`src/rtl/mips_pkg.sv`:
```
// Shared definitions for the memory arbiter slice.
//
// Contents:
//   arb_state_t      arbiter FSM state encoding
//   TIMEOUT_DEFAULT  default wait limit before an access is aborted
//   BE_*             mem_be lane patterns (bit 1 = bits 15:8, bit 0 = bits 7:0)
//   be_for_access()  byte-enable pattern for a data access
package mips_pkg;

    typedef enum logic [1:0] {
        ST_IDLE   = 2'd0,
        ST_FETCH  = 2'd1,
        ST_DATA   = 2'd2,
        ST_HALTED = 2'd3
    } arb_state_t;

    localparam int TIMEOUT_DEFAULT = 15;

    // Big-endian lanes: the even byte address lives in bits 15:8.
    localparam logic [1:0] BE_WORD = 2'b11;
    localparam logic [1:0] BE_HI   = 2'b10;
    localparam logic [1:0] BE_LO   = 2'b01;

    function automatic logic [1:0] be_for_access(input logic word_en, input logic addr_lsb);
        if (word_en) begin
            return BE_WORD;
        end
        return addr_lsb ? BE_LO : BE_HI;
    endfunction

endpackage

```
`src/rtl/mem_byte_lane.sv`:
```
// Byte-lane formatting between the data requester and the 16-bit memory.
// Purely combinational.
//
// Ports:
//   word_en    in   1 = 16-bit access, 0 = byte access
//   addr_lsb   in   byte address bit 0 (selects lane for byte accesses)
//   wdata_in   in   requester store data (byte stores use [7:0])
//   be         out  byte enables for the access being granted
//   wdata_out  out  store data replicated onto the enabled lane(s)
//   rd_be      in   byte enables of the access in flight
//   mem_rdata  in   raw memory read data
//   rdata_out  out  load data: word as-is, byte sign-extended to 16 bits
module mem_byte_lane
    import mips_pkg::*;
(
    input  logic        word_en,
    input  logic        addr_lsb,
    input  logic [15:0] wdata_in,
    output logic [1:0]  be,
    output logic [15:0] wdata_out,
    input  logic [1:0]  rd_be,
    input  logic [15:0] mem_rdata,
    output logic [15:0] rdata_out
);

    always_comb begin
        be        = be_for_access(word_en, addr_lsb);
        // Byte stores drive the same byte on both lanes; be picks the real one.
        wdata_out = word_en ? wdata_in : {wdata_in[7:0], wdata_in[7:0]};
    end

    // The lane in use is recovered from the registered byte enables, so the
    // requester's address/size inputs do not need to stay stable for loads.
    always_comb begin
        rdata_out = mem_rdata;
        unique case (rd_be)
            BE_HI:   rdata_out = {{8{mem_rdata[15]}}, mem_rdata[15:8]};
            BE_LO:   rdata_out = {{8{mem_rdata[7]}}, mem_rdata[7:0]};
            default: rdata_out = mem_rdata;
        endcase
    end

endmodule

```
`src/rtl/mem_arbiter.sv`:
```
// Single-port memory arbiter between instruction fetch and data access.
// Data requests win over fetches; a halt request stops further fetching once
// the in-flight access has completed, while data requests are still served.
// An access that waits TIMEOUT cycles without mem_ack is completed with zero
// read data and flags the sticky bus_err.
//
// Handshake: a requester raises *_req with its address/data and holds them
// until the matching *_ack pulse; *_ack is high for exactly the cycle in which
// memory acknowledges (or the access times out), and the requester drops its
// request the following cycle. mem_req stays high from the cycle after the
// grant until mem_ack; mem_* fields are registered at grant and stay stable.
//
// Ports:
//   clk, reset                  clock, synchronous active-high reset
//   if_req/if_addr              fetch request and address
//   if_ack/if_rdata             fetch completion and instruction
//   d_req/d_we/d_word_en        data request, store flag, word/byte size
//   d_addr/d_wdata              data address and store data
//   d_ack/d_rdata               data completion and load data
//   halt                        stop fetching (sticky until reset)
//   mem_req/mem_we/mem_be       memory request, write, byte enables
//   mem_addr/mem_wdata          memory address and write data
//   mem_rdata/mem_ack           memory read data and completion
//   stall                       a requester is waiting
//   bus_err                     sticky timeout flag
//   halted                      arbiter is in the HALTED state
module mem_arbiter
    import mips_pkg::*;
#(
    parameter int TIMEOUT = TIMEOUT_DEFAULT
) (
    input  logic        clk,
    input  logic        reset,
    input  logic        if_req,
    input  logic [15:0] if_addr,
    output logic        if_ack,
    output logic [15:0] if_rdata,
    input  logic        d_req,
    input  logic        d_we,
    input  logic        d_word_en,
    input  logic [15:0] d_addr,
    input  logic [15:0] d_wdata,
    output logic        d_ack,
    output logic [15:0] d_rdata,
    input  logic        halt,
    output logic        mem_req,
    output logic        mem_we,
    output logic [1:0]  mem_be,
    output logic [15:0] mem_addr,
    output logic [15:0] mem_wdata,
    input  logic [15:0] mem_rdata,
    input  logic        mem_ack,
    output logic        stall,
    output logic        bus_err,
    output logic        halted
);

    localparam int CW = ($clog2(TIMEOUT + 1) > 4) ? $clog2(TIMEOUT + 1) : 4;
    localparam logic [CW-1:0] TIMEOUT_CNT = CW'(TIMEOUT);

    arb_state_t    state_q, state_d;
    logic          halt_pend_q, halt_pend_d;
    logic          bus_err_q, bus_err_d;
    logic [CW-1:0] wait_cnt_q, wait_cnt_d;
    logic [15:0]   addr_q, addr_d;
    logic          we_q, we_d;
    logic [1:0]    be_q, be_d;
    logic [15:0]   wdata_q, wdata_d;

    logic [1:0]    grant_be;
    logic [15:0]   grant_wdata;
    logic [15:0]   load_rdata;
    logic          in_access;
    logic          timeout_hit;
    logic          access_done;
    logic          halt_any;

    mem_byte_lane u_byte_lane (
        .word_en   (d_word_en),
        .addr_lsb  (d_addr[0]),
        .wdata_in  (d_wdata),
        .be        (grant_be),
        .wdata_out (grant_wdata),
        .rd_be     (be_q),
        .mem_rdata (mem_rdata),
        .rdata_out (load_rdata)
    );

    assign in_access   = (state_q == ST_FETCH) || (state_q == ST_DATA);
    // A real mem_ack in the limit cycle still wins over the abort.
    assign timeout_hit = in_access && !mem_ack && (wait_cnt_q == TIMEOUT_CNT);
    assign access_done = in_access && (mem_ack || timeout_hit);
    // A halt arriving in the same cycle as an IDLE decision already counts.
    assign halt_any    = halt_pend_q || halt;

    always_comb begin
        state_d     = state_q;
        halt_pend_d = halt_any;
        bus_err_d   = bus_err_q || timeout_hit;
        wait_cnt_d  = wait_cnt_q;
        addr_d      = addr_q;
        we_d        = we_q;
        be_d        = be_q;
        wdata_d     = wdata_q;

        unique case (state_q)
            ST_IDLE, ST_HALTED: begin
                if (d_req) begin
                    state_d    = ST_DATA;
                    wait_cnt_d = '0;
                    addr_d     = d_addr;
                    we_d       = d_we;
                    be_d       = grant_be;
                    wdata_d    = grant_wdata;
                end else if ((state_q == ST_IDLE) && if_req && !halt_any) begin
                    state_d    = ST_FETCH;
                    wait_cnt_d = '0;
                    addr_d     = if_addr;
                    we_d       = 1'b0;
                    be_d       = BE_WORD;
                    wdata_d    = '0;
                end else if (halt_any) begin
                    state_d = ST_HALTED;
                end
            end
            ST_FETCH, ST_DATA: begin
                if (access_done) begin
                    // Leaving through IDLE lets a halted arbiter fall back to HALTED.
                    state_d = ST_IDLE;
                end else begin
                    wait_cnt_d = wait_cnt_q + CW'(1);
                end
            end
            default: state_d = ST_IDLE;
        endcase
    end

    always_ff @(posedge clk) begin
        if (reset) begin
            state_q     <= ST_IDLE;
            halt_pend_q <= 1'b0;
            bus_err_q   <= 1'b0;
            wait_cnt_q  <= '0;
            addr_q      <= '0;
            we_q        <= 1'b0;
            be_q        <= '0;
            wdata_q     <= '0;
        end else begin
            state_q     <= state_d;
            halt_pend_q <= halt_pend_d;
            bus_err_q   <= bus_err_d;
            wait_cnt_q  <= wait_cnt_d;
            addr_q      <= addr_d;
            we_q        <= we_d;
            be_q        <= be_d;
            wdata_q     <= wdata_d;
        end
    end

    assign mem_req   = in_access;
    assign mem_we    = in_access && we_q;
    assign mem_be    = be_q;
    assign mem_addr  = addr_q;
    assign mem_wdata = wdata_q;

    assign if_ack    = (state_q == ST_FETCH) && access_done;
    assign d_ack     = (state_q == ST_DATA) && access_done;
    // Timed-out accesses return zero because mem_ack is low in that cycle.
    assign if_rdata  = ((state_q == ST_FETCH) && mem_ack) ? mem_rdata : '0;
    assign d_rdata   = ((state_q == ST_DATA) && mem_ack) ? load_rdata : '0;

    assign stall     = (if_req && !if_ack) || (d_req && !d_ack);
    assign bus_err   = bus_err_q;
    assign halted    = (state_q == ST_HALTED);

endmodule

```
`config.mk`:
```
export PLATFORM = sky130hd
export DESIGN_NAME = mem_arbiter
export DESIGN_NICKNAME = d
export VERILOG_FILES = /design/src/rtl/mips_pkg.sv /design/src/rtl/mem_byte_lane.sv /design/src/rtl/mem_arbiter.sv
export SDC_FILE = /design/constraint.sdc
export NUM_CORES = 1
export LEC_CHECK = 0
export ABC_AREA = 1
export CORE_MARGIN = 2
export CORE_UTILIZATION = 35
export CTS_BUF_LIST = sky130_fd_sc_hd__clkbuf_8
export DETAILED_ROUTE_END_ITERATION = 6
export PLACE_DENSITY = 0.87
export SYNTH_ARGS = -nofsm -noshare
export SYNTH_HDL_FRONTEND = slang
export SYNTH_SLANG_ARGS = --single-unit
export TNS_END_PERCENT = 10
```
`constraint.sdc`:
```
create_clock -name clk -period 1.58 [get_ports clk]
set_input_delay 0.316 -clock clk [delete_from_list [all_inputs] [get_ports clk]]
set_output_delay 0.316 -clock clk [all_outputs]
set_load 0.005 [all_outputs]
```
---- Word-level counts from Yosys, hierarchy flattened ----
Index checks and enable logic that the tools add are counted.
storage, ports and cells
  flip-flop bits (word level) ............. 43
  output and inout port bits .............. 73
  word-level logic and storage cells ...... 72
cells by class
  $add $sub $neg .......................... 1
  eq/ne operators ......................... 10
  muxes and demuxes ....................... 25
  reduce and logical (&&, ||, !) cells .... 28
operators by type and width
  operator                                                               count
  16-bit two-way mux                                                     7
  16-bit case mux with 2 select lines                                    1
  2-bit two-way mux                                                      9
  1-bit logical AND                                                      12
  4-bit two-way mux                                                      3
  4-bit case mux with 2 select lines                                     1
  2-bit equality test, second input constant                             3
  2-bit AND reduction                                                    3
  1-bit logical OR                                                       5
  4-bit by 1-bit adder with 4-bit output, second input constant          1
  2-bit by 1-bit equality test with 1-bit output, second input constant  2
  4-bit equality test, second input constant                             1
  1-bit logical NOT                                                      4
  2-bit != test, second input constant                                   2
  4-bit != test, second input constant                                   1
  2-bit case mux with 2 select lines                                     1
  2-bit OR reduction                                                     2
  1-bit two-way mux                                                      3
  3-bit != test, second input constant                                   1
  2-bit logical NOT                                                      1
  2-bit nonzero test                                                     1

---- Logic depth before layout (Yosys ltp) ----
  word-level depth ........................ 10
  gate-level depth with buffers ........... 11

---- Hierarchy ----
From an unflattened synthesis, not the netlist that was laid out.
second synthesis, totals
  cell total of the unflattened synthesis .. 443
  area total of the unflattened synthesis .. 2,716.4 sq um
by module, submodules not included
  module         times used  cells an instance  area an instance (sq um)
  mem_arbiter    1           356                2,275.9
  mem_byte_lane  1           87                 440.4

---- Least setup slack after synthesis ----
Ideal clock, no wire load.
  path kind ............................... reg-to-output
  from .................................... register be_q[0], in the netlist mem_be[0]
  to ...................................... output port d_rdata[0]
  data arrival time ....................... 1.395 ns
  required time ........................... 1.264 ns
  setup slack ............................. -0.131 ns
  stages on the path, launching flop included .. 7
  cell sequence ........................... dfxtp_1 > inv_1 > ha_1 > buf_2 > nor2_1 > nand2_1 > a21oi_1
between the ends
  cells in the longest elaborated chain, start to end .. 3
  elaborated cells between the ends (all ways) .. 4
  those cells by class .................... 2 x eq/ne; 2 x mux
ends and longest elaborated chain
  item                                                                                   RTL line             RTL
  start, declared                                                                        mem_arbiter.sv:67    logic [1:0] be_q, be_d;
  start signal, assigned                                                                 mem_arbiter.sv:146   be_q <= '0;
  start signal, assigned                                                                 mem_arbiter.sv:155   be_q <= be_d;
  2-bit by 1-bit equality test with 1-bit output or 2-bit equality test (tied branches)  mem_byte_lane.sv:36  unique case (rd_be)
  16-bit case mux with 2 select lines *                                                  mem_byte_lane.sv:36
  16-bit two-way mux *                                                                   mem_arbiter.sv:170   assign d_rdata = ((state_q == ST_DATA) && mem_ack) ? load_rdata : '0;
  end, declared                                                                          mem_arbiter.sv:44    output logic [15:0] d_rdata,
Mark *: on every way between the ends. The rest lies on a longest branch, timed or not.

---- Final worst setup path ----
Same ends and word-level chain as after synthesis.

==> flow_metrics.py <==
metrics = {
    "worst_setup_path": {
        "slowest_delay_ns": 0.34,
        "end_kind": "primary output",
        "critical_path.max_fanout": 6,
        "crit_arrival_ns": 1.65,
        "worstPathCellList": "inv_2 -> ha_4 -> nor2_4 -> buf_6 -> nand2_2 -> a21oi_2 -> buf_2",
        "cp_data_required_time_ns": 1.26,
        "critPathKind": "reg -> out",
        "crit_buf_inv": 3,
        "crit_slowest_cell": "dfxtp_2",
        "cp_top_family": "flip-flops",
        "start_kind": "flip-flop",
    },
    "timing": {
        "final-setup-viol-count": 36,
        "period_minus_slack_ns": 1.964,
        "hold-worst-slack_ns": 0.4632,
        "fin_crit_sh": 1.243,
        "slew-limit-headroom": 0.6320,
        "hold_viol": 0,
        "fmaxAchievable_mhz": 509.3,
        "clock_skew_ns": 0.008166,
        "rsz0062_at_grt": "true",
        "setup_ws_ns": -0.3836,
        "setup_tns_ns": -7.929,
        "worst_pin_slew_ns": 0.5514,
        "finalMaxSlewViolations": 0,
    },
    "detailed_routing": {
        "routed_via_density": 4.866,
        "drc": 0,
        "firstDrtPassIters": 4,
        "num_vias": 3114,
        "drt-total-wl_um": 8923,
        "wire_per_inst_um": 13.94,
        "ant_nets": 0,
        "drt_iter0_drc": 134,
    },
    "cells_and_area": {
        "final_cells": 640,
        "area_growth_syn_to_layout_pct": 85.88,
        "nets": 639,
        "final.fill_count": 568,
        "insertedDiodeCount": 0,
        "layout-drive-gt1-share": 0.2946,
    },
    "global_route": {
        "grt_pass1_vias": 3012,
        "grt_max_degree": 26,
        "grt_antenna_before_repair": 0,
        "grt_pass1_wl_um": 13610,
        "grt_usage": 0.2293,
        "globalRouteOverflowTotal": 0,
    },
    "floorplan": {
        "initial_utilization": 0.3567,
        "die_w_um": 86.53,
        "die_area_sq_um": 7487,
        "fp.dieH_um": 86.53,
        "rows": 30,
        "io_pins": 145,
        "core_sq_um": 6681,
    },
    "place": {
        "hpwl_um": 6360,
        "dp_cells": 618,
        "pre_cts_ws_ns": -0.6664,
        "gp_congestion": 0.8122,
        "place.port_buffers": 144,
    },
    "power_and_ir_drop": {
        "pwr-share-comb": 0.487,
        "p_leak_uw": 0.002004,
        "power.share.sequential": 0.331,
        "clkPwrFrac": 0.181,
        "ir_worst_vdd_uv": 478.3,
        "swShare": 0.3497,
        "intPower_uw": 2592,
        "power.density_nw_per_um2": 899.7,
        "switchingPower_uw": 1394,
    },
    "clocking": {
        "ctsHoldBuffers": 0,
        "clk_path_buf_depth": 2,
        "htreeDepth": 2,
        "cts_sinks": 43,
        "cts_tree": "yes",
        "cts-root-buf": "clkbuf_8",
        "path_clk_slew_ns": 0.08,
        "cts_buffers": 5,
        "clkLatencyLatePin_ns": 0.29,
    },
    "logic_synthesis": {
        "syn-num-nets": 460,
        "synth_most_common_cell": "nand2_1",
        "synthArstFlopShare": 0,
        "synth_ff_type": "dfxtp_1",
        "ys_seq_area_frac": 0.3612,
        "yosys-top-cells-count": "129 x nand2_1, 60 x nor2_1, 47 x a21oi_1",
        "synth_area_leader_cell": "dfxtp_1",
        "synth_seq_cells": 43,
        "syn-instance-count": 381,
        "yosysUniqueCellTypes": 23,
        "synth_warnings": 0,
        "synth_top_area_frac": 0.3612,
        "avgSynthCellArea_sq_um": 6.256,
        "syn_area_sq_um": 2384,
        "synth_area_leaders": "dfxtp_1 36%, nand2_1 20%, a21oi_1 9.9%, nor2_1 9.4%, inv_1 4.7%",
        "synth_edf_count": 0,
    },
    "flow_run": {
        "maxCapViolCount": 0,
    },
    "hold_path": {
        "min_path_type": "reg -> reg",
    },
    "status": {
        "status": "finished with violations",
        "violations": "setup timing",
    },
}
-- timing repair --
item	4_1_cts	5_1_grt
buffers inserted	13	0
setup endpoints to repair	52	69
resized for setup	189	55
pin swaps	7	10
gates cloned	2	0
-- kinds of logic after synthesis --
| group | after synthesis | share of synthesized area |
|---|---|---|
| xor+xnor | 1 | 0.003675 |
| compound gates | 69 | 0.1486 |
| flops | 43 | 0.3612 |
| simple gates | 209 | 0.3454 |
| buf+inv | 52 | 0.1045 |
| fa+ha+maj | 7 | 0.03674 |
-- worst register-to-register path, stage by stage (launching register included) --
cell,delay (ns)
dfxtp_2,0.34
inv_2,0.05
ha_4,0.27
inv_2,0.04
buf_4,0.16
nand2_4,0.11
buf_4,0.19
nand3_1,0.08
a21oi_1,0.16
-- stage by stage --
step           utilization  power, uW  instance area [sq um]
6_report            0.6631       3986                   4431
3_3_place_gp        0.6109       2944                   4081
4_1_cts             0.6524       3911                   4359
5_1_grt             0.6631       4218                   4431
3_5_place_dp        0.6109       2993                   4081
2_1_floorplan            -       2075                   2391
-- power by group through the flow --
stage               Combinational (uW)  Sequential [uW]  Clock [uW]
CTS                               1850             1320         735
detailed placement                1660             1330           0
global placement                  1620             1330           0
finish                            1940             1320         723
floorplan                          727             1350           0
global route                      2110             1340         773
-- sequential cells by signal, indices dropped and copies added, names as in the netlist --
| name | count |
|---|---|
| mem_addr | 16 |
| mem_be | 2 |
| mem_wdata | 16 |
| bus_err | 1 |
| state_q | 2 |
| halt_pend_q | 1 |
| we_q | 1 |
| wait_cnt_q | 4 |
-- area by class of cell --
class	count	area (sq um)	share of cell area
timing repair buffer	189	1679	0.3790
clock inverter	1	8.758	0.001977
inverter	34	133.9	0.03022
tap	80	100.1	0.02259
clock buffer	6	82.58	0.01864
multi-input combinational	287	1558	0.3516
sequential	43	868.3	0.1960
-- final timing paths --
check | startpoint | to | slack (ns) | cells past startpoint
worst max register to register | state_q[1]$_SDFFE_PP0P_ | wait_cnt_q[2]$_SDFFE_PP0P_ | 0.11 | 8
worst min-delay path | mem_wdata[7]$_SDFFE_PP0P_ | mem_wdata[7]$_SDFFE_PP0P_ | 0.46 | 2
worst min register to register | mem_wdata[7]$_SDFFE_PP0P_ | mem_wdata[7]$_SDFFE_PP0P_ | 0.46 | 2
worst max-delay path | mem_be[0]$_SDFFE_PP0P_ | d_rdata[0] | -0.38 | 7
-- placed cells by master, fill, tap and decap left out, types with 10 or more instances in the layout --
cell type        netlist  layout
nand2_1              129     113
clkdlybuf4s50_1        0     103
nor2_1                60      49
dfxtp_1               43      37
buf_4                  0      35
buf_2                  7      32
a21oi_1               47      30
inv_1                 30      25
nand2_2                3      18
a21oi_2                0      16
o21ai_1                9      10
nand3_1               12      10
-- layer usage --
layer,up-vias,GRT usage,share of wire,wire length [um]
met3,20,0.06286,0.092,818
met5,-,0,0,0
met1,1399,0.2261,0.36,3242
li1,1546,-,-,-
met4,0,0.07813,0.020,180
met2,149,0.4524,0.52,4682
No activity file was read; power rests on OpenSTA's default activity.
==> variant (config.mk and constraints unchanged) <==
The 4 states of `arb_state_t` get a Gray code encoding in 2 bits.
--- a/src/rtl/mips_pkg.sv
+++ b/src/rtl/mips_pkg.sv
@@ -8,10 +8,10 @@
 package mips_pkg;
 
     typedef enum logic [1:0] {
-        ST_IDLE   = 2'd0,
-        ST_FETCH  = 2'd1,
-        ST_DATA   = 2'd2,
-        ST_HALTED = 2'd3
+        ST_IDLE   = 2'b00,
+        ST_FETCH  = 2'b01,
+        ST_DATA   = 2'b11,
+        ST_HALTED = 2'b10
     } arb_state_t;
 
     localparam int TIMEOUT_DEFAULT = 15;
Behaviour: no difference found for any inputs over 10 cycles, from zero or initial values and one cycle with reset high; not proved beyond that.
==> variant against the original RTL <==
The run still ends with negative setup slack left. Total power fell by 27%. Non-clock buffer count is 6 lower. Sequential cell count stayed put. Final area shrank 3.9%. Synthesized area barely moved. Worst setup slack gained 0.15 ns. Sequential power down 7%. Routed wire length shrank 6.9%. Largest cell class unchanged. Largest power group is now sequential cells.
==> variant: results (changes against the original RTL) <==
status=complete, but fails checks (unchanged); violations in the final reports=negative setup slack (unchanged); Pre-antenna DRT Iters=5 (was 4); sequential-to-total area share from yosys stat=36.13% (was 36.12%); count of cell types in the netlist=30 (was 23); proportion of layout cells with a drive suffix above 1=27.09% (was 29.46%); routed len/inst=13.42 um (was 13.94 um); number of nets in the synthesized netlist=441 (was 460); # placed instances=601 (was 618); data arrival time of the critical path=1.50 ns (was 1.65 ns); register-to-register path setup slack=0.16 ns (was 0.11 ns); post-layout net count=613 (was 639); worst supply voltage drop on vdd=0.0004704 V (was 0.0004783 V); hold path startpoint=mem_wdata[1] (was mem_wdata[7]); leading cell types by total area after synthesis=sky130_fd_sc_hd__dfxtp_1 (36%), sky130_fd_sc_hd__nand2_1 (15%), sky130_fd_sc_hd__nor2_1 (11%), sky130_fd_sc_hd__a21oi_1 (7.8%), sky130_fd_sc_hd__o21ai_0 (5.5%) (was sky130_fd_sc_hd__dfxtp_1 (36%), sky130_fd_sc_hd__nand2_1 (20%), sky130_fd_sc_hd__a21oi_1 (9.9%), sky130_fd_sc_hd__nor2_1 (9.4%), sky130_fd_sc_hd__inv_1 (4.7%)); worst clock skew=0.006099 ns (was 0.008166 ns); total net switching power=0.8945 mW (was 1.394 mW); first-pass GRT wire length=12,870 um (was 13,610 um); total wirelength of the detailed-routed design=8310 um (was 8923 um); Hold Path End=mem_wdata[1] (was mem_wdata[7]); final worst slack=-0.2324 ns (was -0.3836 ns); largest net degree at the start of global routing=27 (was 26); static leakage=1.962 nW (was 2.004 nW); startpoint of the worst register-to-register path=wait_cnt_q[0] (was state_q[1]); Tightest Pin Transition=0.4287 ns (was 0.5514 ns); via/cell ratio=4.814 (was 4.866); final setup violating endpoints=29 (was 36); Total Negative Setup Slacks=-3.705 ns (was -7.929 ns)
==> variant: changes by cell type in the layout (fill, tap and decap cells not counted), moves of 3 or more <==
cell and change:
sky130_fd_sc_hd__o21ai_0 +16, sky130_fd_sc_hd__nand4_1 +4, sky130_fd_sc_hd__inv_1 +4, sky130_fd_sc_hd__buf_4 -5, sky130_fd_sc_hd__dlygate4sd2_1 +3, sky130_fd_sc_hd__inv_2 -4
sky130_fd_sc_hd__nand2_2 -8, sky130_fd_sc_hd__nand2_4 +3, sky130_fd_sc_hd__nand3_1 -4, sky130_fd_sc_hd__a21oi_1 -7, sky130_fd_sc_hd__nand2_1 -28, sky130_fd_sc_hd__nor2_1 +12
==> variant: repair_timing <==
action,4_1_cts,5_1_grt
setup endpoints to repair,40,36
setup buffers,6,3
cloned,1,0
resized for setup,168,36
pin swaps,15,9
==> variant: worst max path at each step <==
stage	slack, ns	cells after the start	to
CTS	-0.23	8	stall
global route	-0.32	6	d_rdata[1]
detailed placement	-0.61	6	d_rdata[4]
finish	-0.23	6	d_rdata[1]
floorplan	0.01	6	d_rdata[0]
global placement	-0.57	8	stall
==> variant: final cells by class <==
cell class                 count  area (um^2)
clock buffer                   5        68.82
clock inverter                 3        16.27
fill                         611         2424
inverter                      34        135.1
multi-input combinational    271         1448
sequential                    43        870.8
tap                           80        100.1
timing repair buffer         183         1619
==> variant: metrics by stage <==
| stage | power [mW] | worst slack (ns) |
|---|---|---|
| floorplan | 1.652 | 0.01287 |
| global placement | 2.169 | -0.5690 |
| detailed placement | 2.190 | -0.6063 |
| CTS | 2.914 | -0.2301 |
| global route | 3.089 | -0.3172 |
| finish | 2.913 | -0.2324 |
==> variant: per-layer routing <==
layer	share of wire (%)	global-route usage, %	wire length, um
met5	0	0	0
met1	37	21.41	3097
met3	9.8	8.095	817
met4	1.2	4.688	98
met2	52	41.61	4297
==> variant: critical path: cells and delay by family (launching register included) <==
family	cells	cell delay (ns)
compound gates	1	0.06
fa+ha+maj	1	0.15
buf+inv	2	0.29
flops	1	0.33
simple gates	2	0.37
==> variant: power groups by stage <==
stage	Combinational, mW	Sequential (mW)	Clock (mW)
after floorplan	0.398	1.25	0
after global placement	0.926	1.24	0
after detailed placement	0.942	1.25	0
after CTS	0.991	1.23	0.694
after global routing	1.10	1.24	0.744
final	1.01	1.23	0.678
==> variant: kinds of logic after synthesis <==
family,share of synthesized area (%)
adder cells (fa/ha/maj),1.576
buffers and inverters,11.50
AND/OR/NAND/NOR,33.82
AO/OA/AOI/OAI,16.96
flip-flops,36.13
